### config.mk
export PLATFORM = sky130hd
export DESIGN_NAME = alu_rr_arbiter
export DESIGN_NICKNAME = d
export VERILOG_FILES = /design/src/rtl/alu_rr_arbiter.sv
export SDC_FILE = /design/constraint.sdc
export NUM_CORES = 1
export LEC_CHECK = 0
export BUFFER_PORTS_ARGS = -buffer_cell sky130_fd_sc_hd__buf_2
export CAP_MARGIN = 20
export CORE_ASPECT_RATIO = 1.75
export CORE_MARGIN = 1.5
export CORE_UTILIZATION = 30
export CTS_BUF_LIST = sky130_fd_sc_hd__clkbuf_2 sky130_fd_sc_hd__clkbuf_4 sky130_fd_sc_hd__clkbuf_8
export DETAILED_ROUTE_END_ITERATION = 12
export GPL_ROUTABILITY_DRIVEN = 0
export PLACE_DENSITY = 0.61
export SLEW_MARGIN = 20
export SYNTH_ARGS = -nofsm -noshare
export SYNTH_HDL_FRONTEND = slang
export SYNTH_HIERARCHICAL = 1
export SYNTH_SLANG_ARGS = --single-unit
export TNS_END_PERCENT = 20
### constraint.sdc
create_clock -name clk -period 16.7 [get_ports clk]
set_clock_uncertainty 0.1 [all_clocks]
set_input_delay 0.835 -clock clk [delete_from_list [all_inputs] [get_ports clk]]
set_output_delay 0.835 -clock clk [all_outputs]
set_load 0.01 [all_outputs]
### src/rtl/alu_rr_arbiter.sv
// alu_rr_arbiter: shares one 16-bit combinational ALU between N_REQ requesters.
// Requests are granted round-robin, at most one per cycle. The ALU output is
// captured in a single response register, tagged with the requester index,
// and drained by the consumer through a valid/ready handshake.

module bitalu_16bit (
   input  logic [15:0] a,
   input  logic [15:0] b,
   input  logic [3:0]  op,
   output logic [15:0] result,
   output logic        carry,
   output logic        overflow,
   output logic        zero
);

   logic [16:0] wide;

   // ADD/SUB use a 17-bit sign-extended sum; carry is its top bit.
   always_comb begin
      wide     = '0;
      result   = '0;
      carry    = 1'b0;
      overflow = 1'b0;
      case (op)
         4'b0000: begin
            wide     = {a[15], a} + {b[15], b};
            result   = wide[15:0];
            carry    = wide[16];
            overflow = (a[15] == b[15]) && (wide[15] != a[15]);
         end
         4'b0001: begin
            wide     = {a[15], a} - {b[15], b};
            result   = wide[15:0];
            carry    = wide[16];
            overflow = (a[15] != b[15]) && (wide[15] != a[15]);
         end
         4'b0010: result = a & b;
         4'b0011: result = a | b;
         4'b0100: result = a ^ b;
         4'b0101: result = ~a;
         4'b0110: result = {a[14:0], 1'b0};
         4'b0111: result = {a[15], a[15:1]};
         4'b1000: result = a + 16'd1;
         4'b1001: result = a - 16'd1;
         default: result = '0;
      endcase
   end

   assign zero = (result == 16'd0);

endmodule

module alu_rr_arbiter #(
   parameter int N_REQ = 4,
   parameter int ID_W  = 2
) (
   input  logic                 clk,
   input  logic                 rst_n,
   input  logic [N_REQ-1:0]     req_valid,
   output logic [N_REQ-1:0]     req_ready,
   input  logic [16*N_REQ-1:0]  req_a,
   input  logic [16*N_REQ-1:0]  req_b,
   input  logic [4*N_REQ-1:0]   req_op,
   output logic                 rsp_valid,
   input  logic                 rsp_ready,
   output logic [ID_W-1:0]      rsp_id,
   output logic [15:0]          rsp_result,
   output logic                 rsp_carry,
   output logic                 rsp_overflow,
   output logic                 rsp_zero,
   output logic                 rsp_illegal
);

   // Response register is either empty or holding one result.
   localparam logic [0:0] IDLE = 1'b0;
   localparam logic [0:0] FULL = 1'b1;

   // Modulus used when wrapping candidate indices around the requester ring.
   localparam logic [ID_W+1:0] N_WIDE = (ID_W+2)'(N_REQ);

   logic [0:0]      state_reg;
   logic [ID_W-1:0] last_reg;
   logic [ID_W-1:0] id_reg;
   logic [15:0]     result_reg;
   logic            carry_reg;
   logic            overflow_reg;
   logic            zero_reg;
   logic            illegal_reg;

   logic [15:0]     a_arr   [N_REQ];
   logic [15:0]     b_arr   [N_REQ];
   logic [3:0]      op_arr  [N_REQ];
   logic [ID_W-1:0] cand_idx[N_REQ];

   logic            found;
   logic [ID_W-1:0] gnt_idx;
   logic            accept;
   logic            fire;

   logic [15:0]     sel_a;
   logic [15:0]     sel_b;
   logic [3:0]      sel_op;
   logic [15:0]     alu_result;
   logic            alu_carry;
   logic            alu_overflow;
   logic            alu_zero;
   logic            alu_illegal;

   // Unpack the flat request buses and build the rotated search order:
   // cand_idx[k] is the k-th requester examined, starting just after last_reg.
   genvar gi;
   generate
      for (gi = 0; gi < N_REQ; gi++) begin : g_req
         localparam logic [ID_W+1:0] OFFSET = (ID_W+2)'(gi + 1);
         logic [ID_W+1:0] raw;

         assign a_arr[gi]    = req_a[16*gi +: 16];
         assign b_arr[gi]    = req_b[16*gi +: 16];
         assign op_arr[gi]   = req_op[4*gi +: 4];
         assign raw          = {2'b00, last_reg} + OFFSET;
         assign cand_idx[gi] = (raw >= N_WIDE) ? ID_W'(raw - N_WIDE) : ID_W'(raw);
      end
   endgenerate

   // Round-robin search: the first valid requester in rotated order wins.
   always_comb begin
      found   = 1'b0;
      gnt_idx = '0;
      for (int k = 0; k < N_REQ; k++) begin
         if (!found && req_valid[cand_idx[k]]) begin
            found   = 1'b1;
            gnt_idx = cand_idx[k];
         end
      end
   end

   // A new result may load when the register is empty or being drained now.
   assign accept = (state_reg == IDLE) | rsp_ready;
   assign fire   = accept & found & rst_n;

   generate
      for (gi = 0; gi < N_REQ; gi++) begin : g_ready
         assign req_ready[gi] = fire & (gnt_idx == ID_W'(gi));
      end
   endgenerate

   assign sel_a       = a_arr[gnt_idx];
   assign sel_b       = b_arr[gnt_idx];
   assign sel_op      = op_arr[gnt_idx];
   assign alu_illegal = (sel_op >= 4'b1010);

   bitalu_16bit u_alu (
      .a        (sel_a),
      .b        (sel_b),
      .op       (sel_op),
      .result   (alu_result),
      .carry    (alu_carry),
      .overflow (alu_overflow),
      .zero     (alu_zero)
   );

   // Response register and round-robin pointer; data holds when drained.
   always_ff @(posedge clk) begin
      if (!rst_n) begin
         state_reg    <= IDLE;
         last_reg     <= ID_W'(N_REQ - 1);
         id_reg       <= '0;
         result_reg   <= '0;
         carry_reg    <= 1'b0;
         overflow_reg <= 1'b0;
         zero_reg     <= 1'b0;
         illegal_reg  <= 1'b0;
      end else if (fire) begin
         state_reg    <= FULL;
         last_reg     <= gnt_idx;
         id_reg       <= gnt_idx;
         result_reg   <= alu_result;
         carry_reg    <= alu_carry;
         overflow_reg <= alu_overflow;
         zero_reg     <= alu_zero;
         illegal_reg  <= alu_illegal;
      end else if (rsp_ready) begin
         state_reg    <= IDLE;
      end
   end

   assign rsp_valid    = (state_reg == FULL);
   assign rsp_id       = id_reg;
   assign rsp_result   = result_reg;
   assign rsp_carry    = carry_reg;
   assign rsp_overflow = overflow_reg;
   assign rsp_zero     = zero_reg;
   assign rsp_illegal  = illegal_reg;

endmodule

* After elaboration in Yosys (flattened, before gate mapping) *
Index checks and enable logic that the tools add are counted.

cells by class
  $add $sub $neg = 12
  $lt $le $gt $ge = 10
  equal/unequal tests = 16
  multiplexer cells = 34
  bitwise operators = 13
  reduce and logical (&&, ||, !) cells = 12

operator list
  kind                                                        count
  one-hot mux 16 bit (10 select lines)                        1
  binary-select mux 16 bit (select 2 bit)                     2
  2-to-1 mux 16 bit                                           4
  adder 16 x 16 -> 17 bit                                     1
  subtractor 16 x 16 -> 17 bit                                1
  adder 16 x 1 -> 16 bit, second input constant               1
  AND 16 bit                                                  1
  equality test 4 x 3 -> 1 bit, second input constant         4
  logical NOT 16 bit                                          1
  2-to-1 mux 2 bit                                            8
  inverter 16 bit                                             1
  OR 16 bit                                                   1
  subtractor 16 x 1 -> 16 bit, second input constant          1
  XOR 16 bit                                                  1
  >= comparator 3 bit, second input constant                  4
  less-than comparator 2 x 3 -> 1 bit, second input constant  4
  2-to-1 mux 1 bit                                            10
  binary-select mux 1 bit (select 2 bit)                      4
  binary-select mux 4 bit (select 2 bit)                      1
  equality test 4 x 2 -> 1 bit, second input constant         2
  equality test 4 bit, second input constant                  2
  2-to-1 mux 4 bit                                            2
  subtractor 2 x 1 -> 2 bit, second input constant            4
  adder 2 x 2 -> 3 bit, second input constant                 2
  19 further kinds                                            34

storage, ports and cells
  register bits = 25
  input bits = 151
  logic and storage cells = 105

* Depth between registers and ports, before layout *
Gate-level depths: netlist (run 1).

  word-level depth = 23
  depth in mapped cells = 23

* Hierarchy *
The synthesis (run 1) kept the hierarchy.

by module, submodules not included
  module          instances  cells an instance  area each (um2)  sequential area each (um2)
  bitalu_16bit    1          539                3659.8           0.0
  alu_rr_arbiter  1          340                2214.6           500.5

* Least setup slack after synthesis (run 1) *
No wires, ideal clock.

  path kind = input to register
  start point = input port req_valid[3]
  end point = register zero_reg (netlist: rsp_zero)
  arrival time = 5.765 ns
  setup slack = 10.776 ns
  cell stages on the path = 19
  cells stage by stage = and3b_4 > o31ai_4 > buf_2 > buf_2 > nand2_1 > a31oi_1 > inv_1 > fa_1 > o21ba_1 > and2b_2 > nor2_2 > a221o_1 > a211o_1 > or4_1 > or4_1 > or4b_1 > nor3_2 > nand2_1 > nand2_1

on the way
  longest elaborated chain between the ends = 19
  elaborated cells on any way between the ends = 54

ends and longest elaborated chain
  element                                                    RTL line  source
  start: declaration                                         59        input logic [N_REQ-1:0] req_valid,
  binary-select mux 1 bit (select 2 bit)                     130       if (!found && req_valid[cand_idx[k]]) begin
  2-to-1 mux 1 bit (implied by the code)                     130
  2-to-1 mux 1 bit                                           130
  logical NOT 1 bit                                          130
  logical AND 1 bit                                          130
  2-to-1 mux 1 bit                                           130
  logical NOT 1 bit                                          130
  logical AND 1 bit                                          130
  (+5 left out)                                              -
  binary-select mux 16 bit (select 2 bit) (*)                147       assign sel_a = a_arr[gnt_idx];
  2-to-1 mux 16 bit (implied by the code) (*) (2 in a row)   147
  named net sel_a[1]                                         100       logic [15:0] sel_a;
  subtractor 16 x 1 -> 16 bit, or another cell as far along  44        4'b1001: result = a - 16'd1;
  one-hot mux 16 bit (10 select lines) (*)                   24        case (op)
  named net alu_result[6]                                    103       logic [15:0] alu_result;
  logical NOT 16 bit (*)                                     49        assign zero = (result == 16'd0);
  named net alu_zero                                         106       logic alu_zero;
  end signal: assignment                                     180       zero_reg <= alu_zero;
  end: declaration                                           87        logic zero_reg;

Mark *: on every way through the listed nets, which the timed path passes. The rest lies on a longest branch. The select of a mux whose other input is x is not followed.
A chain may end at the register's enable or synchronous reset.

* Worst setup path after layout (run 1) *
  start point = input port req_valid[0]
  end point = register zero_reg (netlist: rsp_zero)

on the way
  longest elaborated chain between the ends = 19
  elaborated cells on any way between the ends = 54

ends and longest elaborated chain
  element                                                  RTL line  source
  binary-select mux 1 bit (select 2 bit)                   130
  2-to-1 mux 1 bit (implied by the code)                   130
  2-to-1 mux 1 bit                                         130
  logical NOT 1 bit                                        130
  logical AND 1 bit                                        130
  2-to-1 mux 1 bit                                         130
  logical NOT 1 bit                                        130
  logical AND 1 bit                                        130
  (+5 left out)                                            -
  binary-select mux 4 bit (select 2 bit) (*)               149       assign sel_op = op_arr[gnt_idx];
  2-to-1 mux 4 bit (implied by the code) (*) (2 in a row)  149
  named net sel_op[0]                                      102       logic [3:0] sel_op;
  equality test 4 bit, or another cell as far along        24
  one-hot mux 16 bit (10 select lines) (*)                 24
  named net alu_result[4]                                  103
  logical NOT 16 bit (*)                                   49
  named net alu_zero                                       106

Marks and branches as above.

==> run_results.csv, run 1 <==
group,metric,value,unit
job,maxCapViolCount,0,
global_routing,antenna_found_initial,0,
drt,top_layer,"met4",
run_status,status,"finished, final reports clean",
timing,maxSlewViolCount,0,
drt,wl_met1,8350,microns
clock_network,path_clk_slew,0.10,ns
timing,max_freq,145,MHz
yosys,yosys.area.top_type_share,10.4,%
floorplanning,dieArea,20500,sq um
final_layout,largest_register_ffs,16,
yosys,synthesis.nets,1081,
clock_network,cts_inserted_buffers,3,
floorplanning,die_height,188,microns
placement,portBuffers,177,
final_layout,mostFrequentLayoutCells,"buf_2 (177), nand2_1 (149), inv_1 (55)",
floorplanning,core_area,19200,sq um
yosys,ys.flop_type,"dfxtp_1",
worst_hold_path,min_to,"rsp_result[15]",
clock_network,cts.sinks,25,
drt,ant_nets,0,
timing,rsz0062_at_grt,"false",
global_routing,grt_pass1_wl,37800,microns
drt,num_vias,7428,
critical_path,critPathRequiredTime,16.83,ns
worst_hold_path,hold_class,"flop to flop",
drt,viasPerCell,5.97,
critical_path,crit_chain,"buf_2, a21oi_2, o31a_2, buf_4, nand2_1, a31oi_4, buf_4, and4bb_1, xnor2_1, ha_1, nor3_1, o21ai_0, nand2_1, xnor2_1, a211o_1, or4_1, or4_1, or4b_1, nor3_2, nand2_1, nand2_1",
timing,period_needed,6.89,ns
critical_path,worstPathMaxFanout,59,
critical_path,cp-start-kind,"primary input",
yosys,yosysUniqueCellTypes,89,
floorplanning,core.rowCount,67,
timing,setup_viol,0,
yosys,avgSynthCellArea,6.68,sq um
yosys,synthCells,879,
final_layout,fin_util,36.2,%
drt,wl_per_cell,20.0,microns
clock_network,clockBufferDepth,2,
final_layout,seqCellArea,500,sq um
drt,dr_wl_met3,1400,microns
critical_path,cp.arrival,7.01,ns
drt,first_pass_iters,5,
clock_network,cts_setup_buffers,0,
global_routing,grt-ovfl-total,0,
drt,drc,0,
yosys,yosys.area_share.xor_xnor,3.13,%
pwr,leakagePower,3.13,nW
pwr,p_per_area,125,nW/um^2
clock_network,htreeDepth,1,
global_routing,grt_usage,23.8,%
clock_network,cts_resized,0,
timing,tns,0,ns
yosys,synth_area,5870,sq um
yosys,synth_compound_area_share,34.0,%
yosys,synthTopCellsByArea,"ha_1 (10%), nand2_1 (9.5%), dfxtp_1 (8.5%), a211oi_1 (5.0%), a21oi_1 (4.1%)",
final_layout,final_cells,1245,
floorplanning,initial_utilization,30.6,%
critical_path,cp_top_family,"simple AND/OR/NAND/NOR gates",
yosys,ys_seq_elements,25,
placement,dp_cells,1241,
yosys,synth-edff-count,0,
worst_hold_path,min_path_cells,2,
critical_path,rr_startpoint,"last_reg[1]",
pwr,ir_drop,0.0489,mV
timing,tightestPinTransition,1.03,ns
yosys,yosysTopAreaCell,"ha_1",
placement,dpl.hpwl,19800,microns
final_layout,drive_above_1_share,23.5,%
timing,finalHoldViolations,0,
clock_network,root_buffer,"clkbuf_8",
critical_path,ff2ff_path_depth,20,
final_layout,mostFrequentLayoutCell,"buf_2",
critical_path,crit_path_end_kind,"flop",
yosys,synth_top_family_by_area,"compound AO/OA/AOI/OAI gates",
critical_path,max_stage_delay,0.71,ns
floorplanning,die_width,109,microns
critical_path,crit_type,"primary input to flop",
yosys,synth_simple_gate_area_share,31.3,%
yosys,muxShareOfSynthArea,2.02,%
yosys,yosysSeqAreaShare,8.52,%
floorplanning,io-pin-count,178,
critical_path,r2r-end,"rsp_zero",
yosys,yosys_warnings,6,
drt,met2_wirelength,13300,microns
final_layout,multiInputGateArea,4840,sq um
drt,drt_iter0_markers,705,
critical_path,cp_num_buf_inv,3,
final_layout,diodes,0,
global_routing,first_global_vias,7070,
timing,finalCritPeriodShare,41.2,%
global_routing,grt_max_degree,71,
yosys,synth-adder-area-share,11.1,%
clock_network,cts_tree,"yes",
yosys,synthArstFlopShare,0,%
critical_path,worst_path_max_delay_cell,"and4bb_1",
critical_path,reg2reg_slack,10.01,ns
timing,relSlewSlack,31.6,%
worst_hold_path,hold_start,"rsp_result[15]",
clock_network,clock_latency,0.28,ns
final_layout,layout.nets,1207,
critical_path,crit_top_cell,"nand2_1",
clock_network,cts_hold_buf,0,
final_layout,area_growth,18.2,%
drt,wirelength,24900,microns
final_layout,fill_cells,2096,
==> how the worst max path moves through the flow <==
stage | start | to | slack, ns | depth (start not counted)
3_5_place_dp | req_valid[0] | rsp_zero | 9.62 | 21
3_3_place_gp | req_valid[0] | rsp_zero | 9.75 | 21
2_1_floorplan | req_valid[3] | rsp_zero | 10.78 | 19
5_1_grt | req_valid[0] | rsp_zero | 9.34 | 21
6_report | req_valid[0] | rsp_zero | 9.81 | 21
4_1_cts | req_valid[0] | rsp_zero | 9.89 | 21
==> synthesized netlist by cell type (4+ instances only) <==
master       n
o211ai_1     7
nor4_1       9
o221ai_1    10
mux2i_1      4
nor4b_1      4
nor3_1      29
a211oi_1    39
buf_6        5
buf_4        4
ha_1        49
a21o_1       7
nor2_1      31
nand3b_1     5
a2bb2oi_1    5
o2111ai_1    6
and2_1      38
o22ai_1      6
o21ai_0     27
clkbuf_1    42
buf_2       24
xor2_1       4
or3_1        4
xnor2_1     17
nor3b_1      6
a21oi_1     48
inv_1       55
nor2b_1      6
a221oi_1    16
a31oi_1     38
and3_1       7
or4_1        7
o21a_1       7
or2_2        5
nand2_1    149
nand4_1      5
o311ai_0     7
dfxtp_1     25
nand3_1     30
o31ai_1      4
nand2b_1     6
==> per-layer routing <==
layer	GRT usage (%)	up-vias
li1	-	3483
met1	24.1	3412
met2	45.0	421
met3	2.09	112
met4	15.3	0
met5	0	-
==> where the power goes <==
part	internal, mW	switching (mW)
sequential	0.0792	0.0122
combinational	0.267	0.472
clock	0.0168	0.0217
==> metrics by stage <==
step	power (mW)	cell area, sq um	hold WS [ns]	setup WS [ns]
after global placement	0.807	6900	0.344	9.75
after detailed placement	0.811	6900	0.348	9.62
final	0.869	6940	0.359	9.81
after floorplan	0.597	5870	0.378	10.78
after global routing	0.929	6940	0.381	9.34
after CTS	0.851	6940	0.363	9.89
==> kinds of logic (layout without fill, tap and decap cells) <==
logic type,count (synthesis),count (layout)
buf+inv,133,258
flops,25,25
fa+ha+maj,51,51
simple gates,362,362
xor+xnor,21,21
mux,8,8
compound gates,279,279
==> worst register-to-register path, delay by kind of cell, from the launching register on <==
kind	cells	cell delay, ns
adders and majority gates	1	0.24
xor gates and xnor gates	2	0.21
DFF	1	0.53
AOI/OAI and AO/OA	4	0.98
buffers and inverters	2	1.01
and+or+nand+nor	11	3.58
==> final cells by class <==
cell class | count | area share (%)
clock buffer | 3 | 0.595
multi-input combinational | 721 | 69.7
tap | 241 | 4.34
inverter | 55 | 2.97
sequential | 25 | 7.21
timing repair buffer | 199 | 15.1
clock inverter | 1 | 0.0721
No activity file was read; power rests on OpenSTA's default activity.
==> run 2, diff against run 1 <==
clock period = 6.6 ns   (was 16.7 ns; I/O delays follow)
==> run_results.csv, run 2 (same netlist as run 1, synthesis figures left out) <==
group,metric,value,unit
final_layout,area_growth,21.0,%
clock_network,clock_latency,0.27,ns
timing,period_needed,5.96,ns
placement,dpl.hpwl,20900,microns
critical_path,r2r-end,"rsp_zero",
critical_path,worstPathMaxFanout,39,
timing,max_freq,168,MHz
timing,finalCritPeriodShare,90.4,%
clock_network,cts_resized,0,
placement,portBuffers,177,
timing,rsz0062_at_grt,"false",
floorplanning,die_height,188,microns
clock_network,cts.sinks,25,
global_routing,grt_pass1_wl,39900,microns
critical_path,reg2reg_slack,0.64,ns
timing,worst_slack,0.635,ns
drt,num_vias,7612,
timing,whs,0.274,ns
critical_path,critPathRequiredTime,6.72,ns
pwr,clkPwrFrac,4.4,%
clock_network,root_buffer,"clkbuf_8",
final_layout,seqCellArea,500,sq um
critical_path,ff2ff_path_depth,19,
pwr,power_frac_seq,10.2,%
critical_path,cp.arrival,6.09,ns
pwr,leakagePower,3.23,nW
final_layout,final_cells,1267,
final_layout,fin_area,7110,sq um
critical_path,critPathLaunch,"last_reg[1]",
final_layout,fill_cells,2040,
final_layout,multiInputGateArea,4830,sq um
run_status,status,"finished, final reports clean",
pwr,combPwrFrac,85.3,%
final_layout,layout.nets,1227,
timing,tns,0,ns
clock_network,cts_inserted_buffers,3,
global_routing,grt_max_degree,71,
placement,dp_worst_setup_slack,0.732,ns
clock_network,cts_hold_buf,0,
global_routing,first_global_vias,7309,
placement,dp_cells,1261,
drt,viasPerCell,6.01,
timing,relSlewSlack,26.6,%
job,maxCapViolCount,0,
pwr,ir_drop,0.125,mV
drt,wl_per_cell,20.5,microns
timing,tightestPinTransition,1.10,ns
floorplanning,die_width,109,microns
critical_path,cp-endpoint,"rsp_zero",
pwr,p_per_area,318,nW/um^2
final_layout,drive_above_1_share,25.0,%
final_layout,largest_register_ffs,16,
critical_path,rr_startpoint,"last_reg[1]",
floorplanning,core_area,19200,sq um
clock_network,cts_tree,"yes",
pwr,netSwitchingPower,1.30,mW
drt,ant_nets,0,
worst_hold_path,hold_class,"primary input to flop",
clock_network,cts_setup_buffers,0,
final_layout,mostFrequentLayoutCell,"buf_2",
global_routing,grt-ovfl-total,0,
critical_path,crit_type,"flop to flop",
timing,finalHoldViolations,0,
timing,maxSlewViolCount,0,
critical_path,cp-start-kind,"flop",
critical_path,crit_path_end_kind,"flop",
timing,setup_viol,0,
clock_network,path_clk_slew,0.09,ns
final_layout,mostFrequentLayoutCells,"buf_2 (177), nand2_1 (149), inv_1 (55)",
global_routing,grt_usage,25.2,%
floorplanning,core.rowCount,67,
drt,first_pass_iters,6,
global_routing,antenna_found_initial,1,
clock_network,htreeDepth,1,
floorplanning,initial_utilization,30.6,%
placement,dpl_cell_area,7050,sq um
drt,drt_iter0_markers,621,
drt,drc,0,
floorplanning,io-pin-count,178,
pwr,switching_share,57.4,%
pwr,internal-power,0.962,mW
drt,wirelength,26000,microns
floorplanning,dieArea,20500,sq um
clock_network,clockBufferDepth,2,
[run 2: changes by cell type in the layout (fill, tap and decap cells not counted)]
cell and delta:
nor4b_4 -1, diode_2 +2, clkinv_2 -1, a2111oi_0 -1, a2111oi_1 +1, nor4b_2 +1
buf_4 +19, buf_12 +1, clkbuf_4 +1
[run 2: critical path, stage by stage (launching register included)]
cell and delay [ns]:
dfxtp_1 0.49, and3b_4 0.30, o31a_2 0.64, nand2_1 0.10
and3_1 0.22, nor2_1 0.39, and4bb_1 0.34, xnor2_1 0.08
ha_1 0.23, nor3_1 0.42, o21ai_0 0.15, nand2_1 0.11
xnor2_1 0.08, a211o_1 0.35, or4_1 0.55, or4_1 0.47
or4b_1 0.59, nor3_2 0.12, nand2_1 0.07, nand2_1 0.09
[run 2: per-stage QoR]
stage,utilization [%],power [mW]
after floorplan,-,1.51
final,37.0,2.26
after CTS,37.0,2.21
after detailed placement,36.7,2.10
after global placement,36.7,2.09
after global routing,37.0,2.42
[run 2: power groups by stage]
stage / Clock, mW / Sequential, mW / Combinational [mW]
final: 0.100 / 0.232 / 1.93
after global routing: 0.108 / 0.237 / 2.08
after CTS: 0.101 / 0.233 / 1.87
after detailed placement: 0 / 0.237 / 1.86
after global placement: 0 / 0.235 / 1.86
after floorplan: 0 / 0.249 / 1.26
[run 2: worst min path at each step]
stage	from	end	slack (ns)	depth (start not counted)
floorplan	rsp_zero	rsp_zero	0.38	2
global placement	rsp_result[2]	rsp_result[2]	0.34	2
detailed placement	rsp_result[2]	rsp_result[2]	0.35	2
CTS	rsp_ready	rsp_valid	0.28	3
global route	rsp_ready	rsp_valid	0.31	3
finish	rsp_ready	rsp_valid	0.27	3
[run 2: metal layers]
layer / part of all wire [%] / vias to the layer above / global-route usage [%] / routed length (microns)
li1: - / 3544 / - / -
met3: 5.4 / 115 / 2.64 / 1420
met5: 0 / - / 0 / 0
met4: 8.9 / 0 / 18.2 / 2300
met1: 34 / 3535 / 25.1 / 8750
met2: 52 / 418 / 46.8 / 13600
[run 2: layout make-up]
class	instances	share of cell area [%]
Multi-Input combinational cell	721	68.0
Timing Repair Buffer	219	17.1
Sequential cell	25	7.04
Tap cell	241	4.24
Inverter	55	2.90
Clock buffer	4	0.687
Antenna cell	2	0.0704
==> run 3, diff against run 2 <==
BUFFER_PORTS_ARGS = unset   (was -buffer_cell sky130_fd_sc_hd__buf_2)
DONT_BUFFER_PORTS = 1   (was unset)
PLACE_DENSITY = 0.54   (was 0.61)
==> run_results.csv, run 3 (same netlist as run 1, synthesis figures left out) <==
group,metric,value,unit
critical_path,crit_chain,"mux2i_1, o21ai_1, nor2_4, buf_12, a211oi_1, a31oi_1, buf_4, inv_1, ha_1, inv_1, a221oi_1, nor4_1, a211oi_1, o211a_1, o311ai_0, or4_1, or4b_1, nor3_2, nand2_1, nand2_1",
floorplanning,core_area,19200,sq um
placement,dpl.hpwl,19300,microns
critical_path,rr_startpoint,"last_reg[1]",
placement,portBuffers,0,
pwr,combPwrFrac,83.4,%
global_routing,grt-ovfl-total,0,
critical_path,worstPathMaxFanout,40,
drt,num_vias,6853,
drt,met2_wirelength,12300,microns
critical_path,worst_path_max_delay_cell,"nor2_4",
timing,maxSlewViolCount,0,
pwr,clkPwrFrac,4.3,%
drt,ant_nets,0,
clock_network,htreeDepth,1,
drt,wl_per_cell,21.7,microns
timing,rsz0062_at_grt,"false",
worst_hold_path,min_path_cells,2,
timing,max_freq,163,MHz
critical_path,max_stage_delay,0.60,ns
clock_network,cts.sinks,25,
global_routing,antenna_found_initial,3,
floorplanning,dieArea,20500,sq um
final_layout,mostFrequentLayoutCell,"nand2_1",
floorplanning,io-pin-count,178,
clock_network,clockBufferDepth,2,
floorplanning,initial_utilization,30.6,%
timing,finalCritPeriodShare,92.9,%
clock_network,root_buffer,"clkbuf_8",
critical_path,r2r-end,"rsp_zero",
global_routing,grt_max_degree,41,
global_routing,grt_usage,22.8,%
critical_path,ff2ff_path_depth,20,
timing,setup_viol,0,
pwr,switching_share,58.5,%
timing,worst_slack,0.467,ns
run_status,status,"finished, final reports clean",
timing,tightestPinTransition,0.968,ns
clock_network,cts_setup_buffers,0,
clock_network,cts_hold_buf,0,
final_layout,largest_register_ffs,16,
final_layout,fin_util,32.3,%
drt,drc,0,
timing,relSlewSlack,35.5,%
pwr,leakagePower,2.48,nW
critical_path,crit_path_end_kind,"flop",
critical_path,cp-start-kind,"flop",
drt,drt_iter0_markers,553,
clock_network,clock_latency,0.26,ns
timing,tns,0,ns
drt,dr_wl_met3,1310,microns
critical_path,cp_top_family,"simple AND/OR/NAND/NOR gates",
drt,viasPerCell,6.30,
critical_path,reg2reg_slack,0.47,ns
drt,top_layer,"met4",
pwr,power_frac_seq,12.3,%
drt,wirelength,23700,microns
worst_hold_path,hold_class,"primary input to flop",
floorplanning,die_height,188,microns
placement,dp_worst_setup_slack,0.595,ns
pwr,netSwitchingPower,1.25,mW
critical_path,cp.arrival,6.25,ns
job,maxCapViolCount,0,
final_layout,layout.nets,1047,
pwr,internal-power,0.886,mW
worst_hold_path,hold_start,"rst_n",
critical_path,critPathRequiredTime,6.72,ns
floorplanning,core.rowCount,67,
critical_path,cp_num_buf_inv,4,
global_routing,grt_pass1_wl,36400,microns
final_layout,area_growth,5.52,%
clock_network,cts_inserted_buffers,3,
final_layout,mostFrequentLayoutCells,"nand2_1 (149), inv_1 (55), ha_1 (49)",
timing,period_needed,6.13,ns
drt,wl_met1,7980,microns
pwr,total_power,2.14,mW
final_layout,drive_above_1_share,9.00,%
pwr,p_per_area,344,nW/um^2
timing,finalHoldViolations,0,
critical_path,crit_type,"flop to flop",
floorplanning,die_width,109,microns
clock_network,cts_resized,0,
pwr,ir_drop,0.117,mV
global_routing,first_global_vias,6719,
clock_network,path_clk_slew,0.09,ns
drt,first_pass_iters,7,
clock_network,cts_tree,"yes",
worst_hold_path,min_to,"rsp_result[10]",
## run 3: changes by cell type in the layout (fill, tap and decap cells not counted)
cell	change
buf_4	-3
diode_2	+1
buf_2	-177
clkbuf_4	-1
clkinv_2	+1
## run 3: final cells by class
type	count	area [sq um]
antenna	3	7.51
clock buffer	3	41.3
clock inverter	1	5.00
fill	2082	13000
inverter	55	206
multi-input combinational	721	4830
sequential	25	500
tap	241	302
timing repair buffer	39	305
## run 3: stage by stage
step	hold slack [ns]	cells	area, sq um
final	0.0971	1088	6200
after global routing	0.0836	1088	6200
after CTS	0.0889	1085	6190
after detailed placement	0.376	1081	6140
after global placement	0.374	1081	6140
after floorplan	0.378	879	5870
## run 3: how the worst max path moves through the flow
| stage | from | end | slack [ns] | cells after the start |
|---|---|---|---|---|
| after CTS | last_reg[1] | rsp_zero | 0.59 | 20 |
| final | last_reg[1] | rsp_zero | 0.47 | 20 |
| after detailed placement | last_reg[1] | rsp_zero | 0.59 | 20 |
| after global placement | last_reg[1] | rsp_zero | 0.61 | 20 |
| after global routing | last_reg[1] | rsp_zero | 0.06 | 20 |
| after floorplan | last_reg[1] | rsp_zero | 1.08 | 20 |
## run 3: power groups by stage
stage | logic (mW) | clock network, mW | registers (mW)
global route | 1.93 | 0.100 | 0.268
detailed placement | 1.72 | 0 | 0.268
CTS | 1.73 | 0.0932 | 0.264
finish | 1.78 | 0.0909 | 0.263
floorplan | 1.26 | 0 | 0.249
global placement | 1.73 | 0 | 0.268
## run 3: routing by layer
metal  up-vias  GRT usage, %
li1       3174             -
met1      3175          22.7
met2       400          41.9
met3       104          2.61
met4         0          17.0
met5         -             0
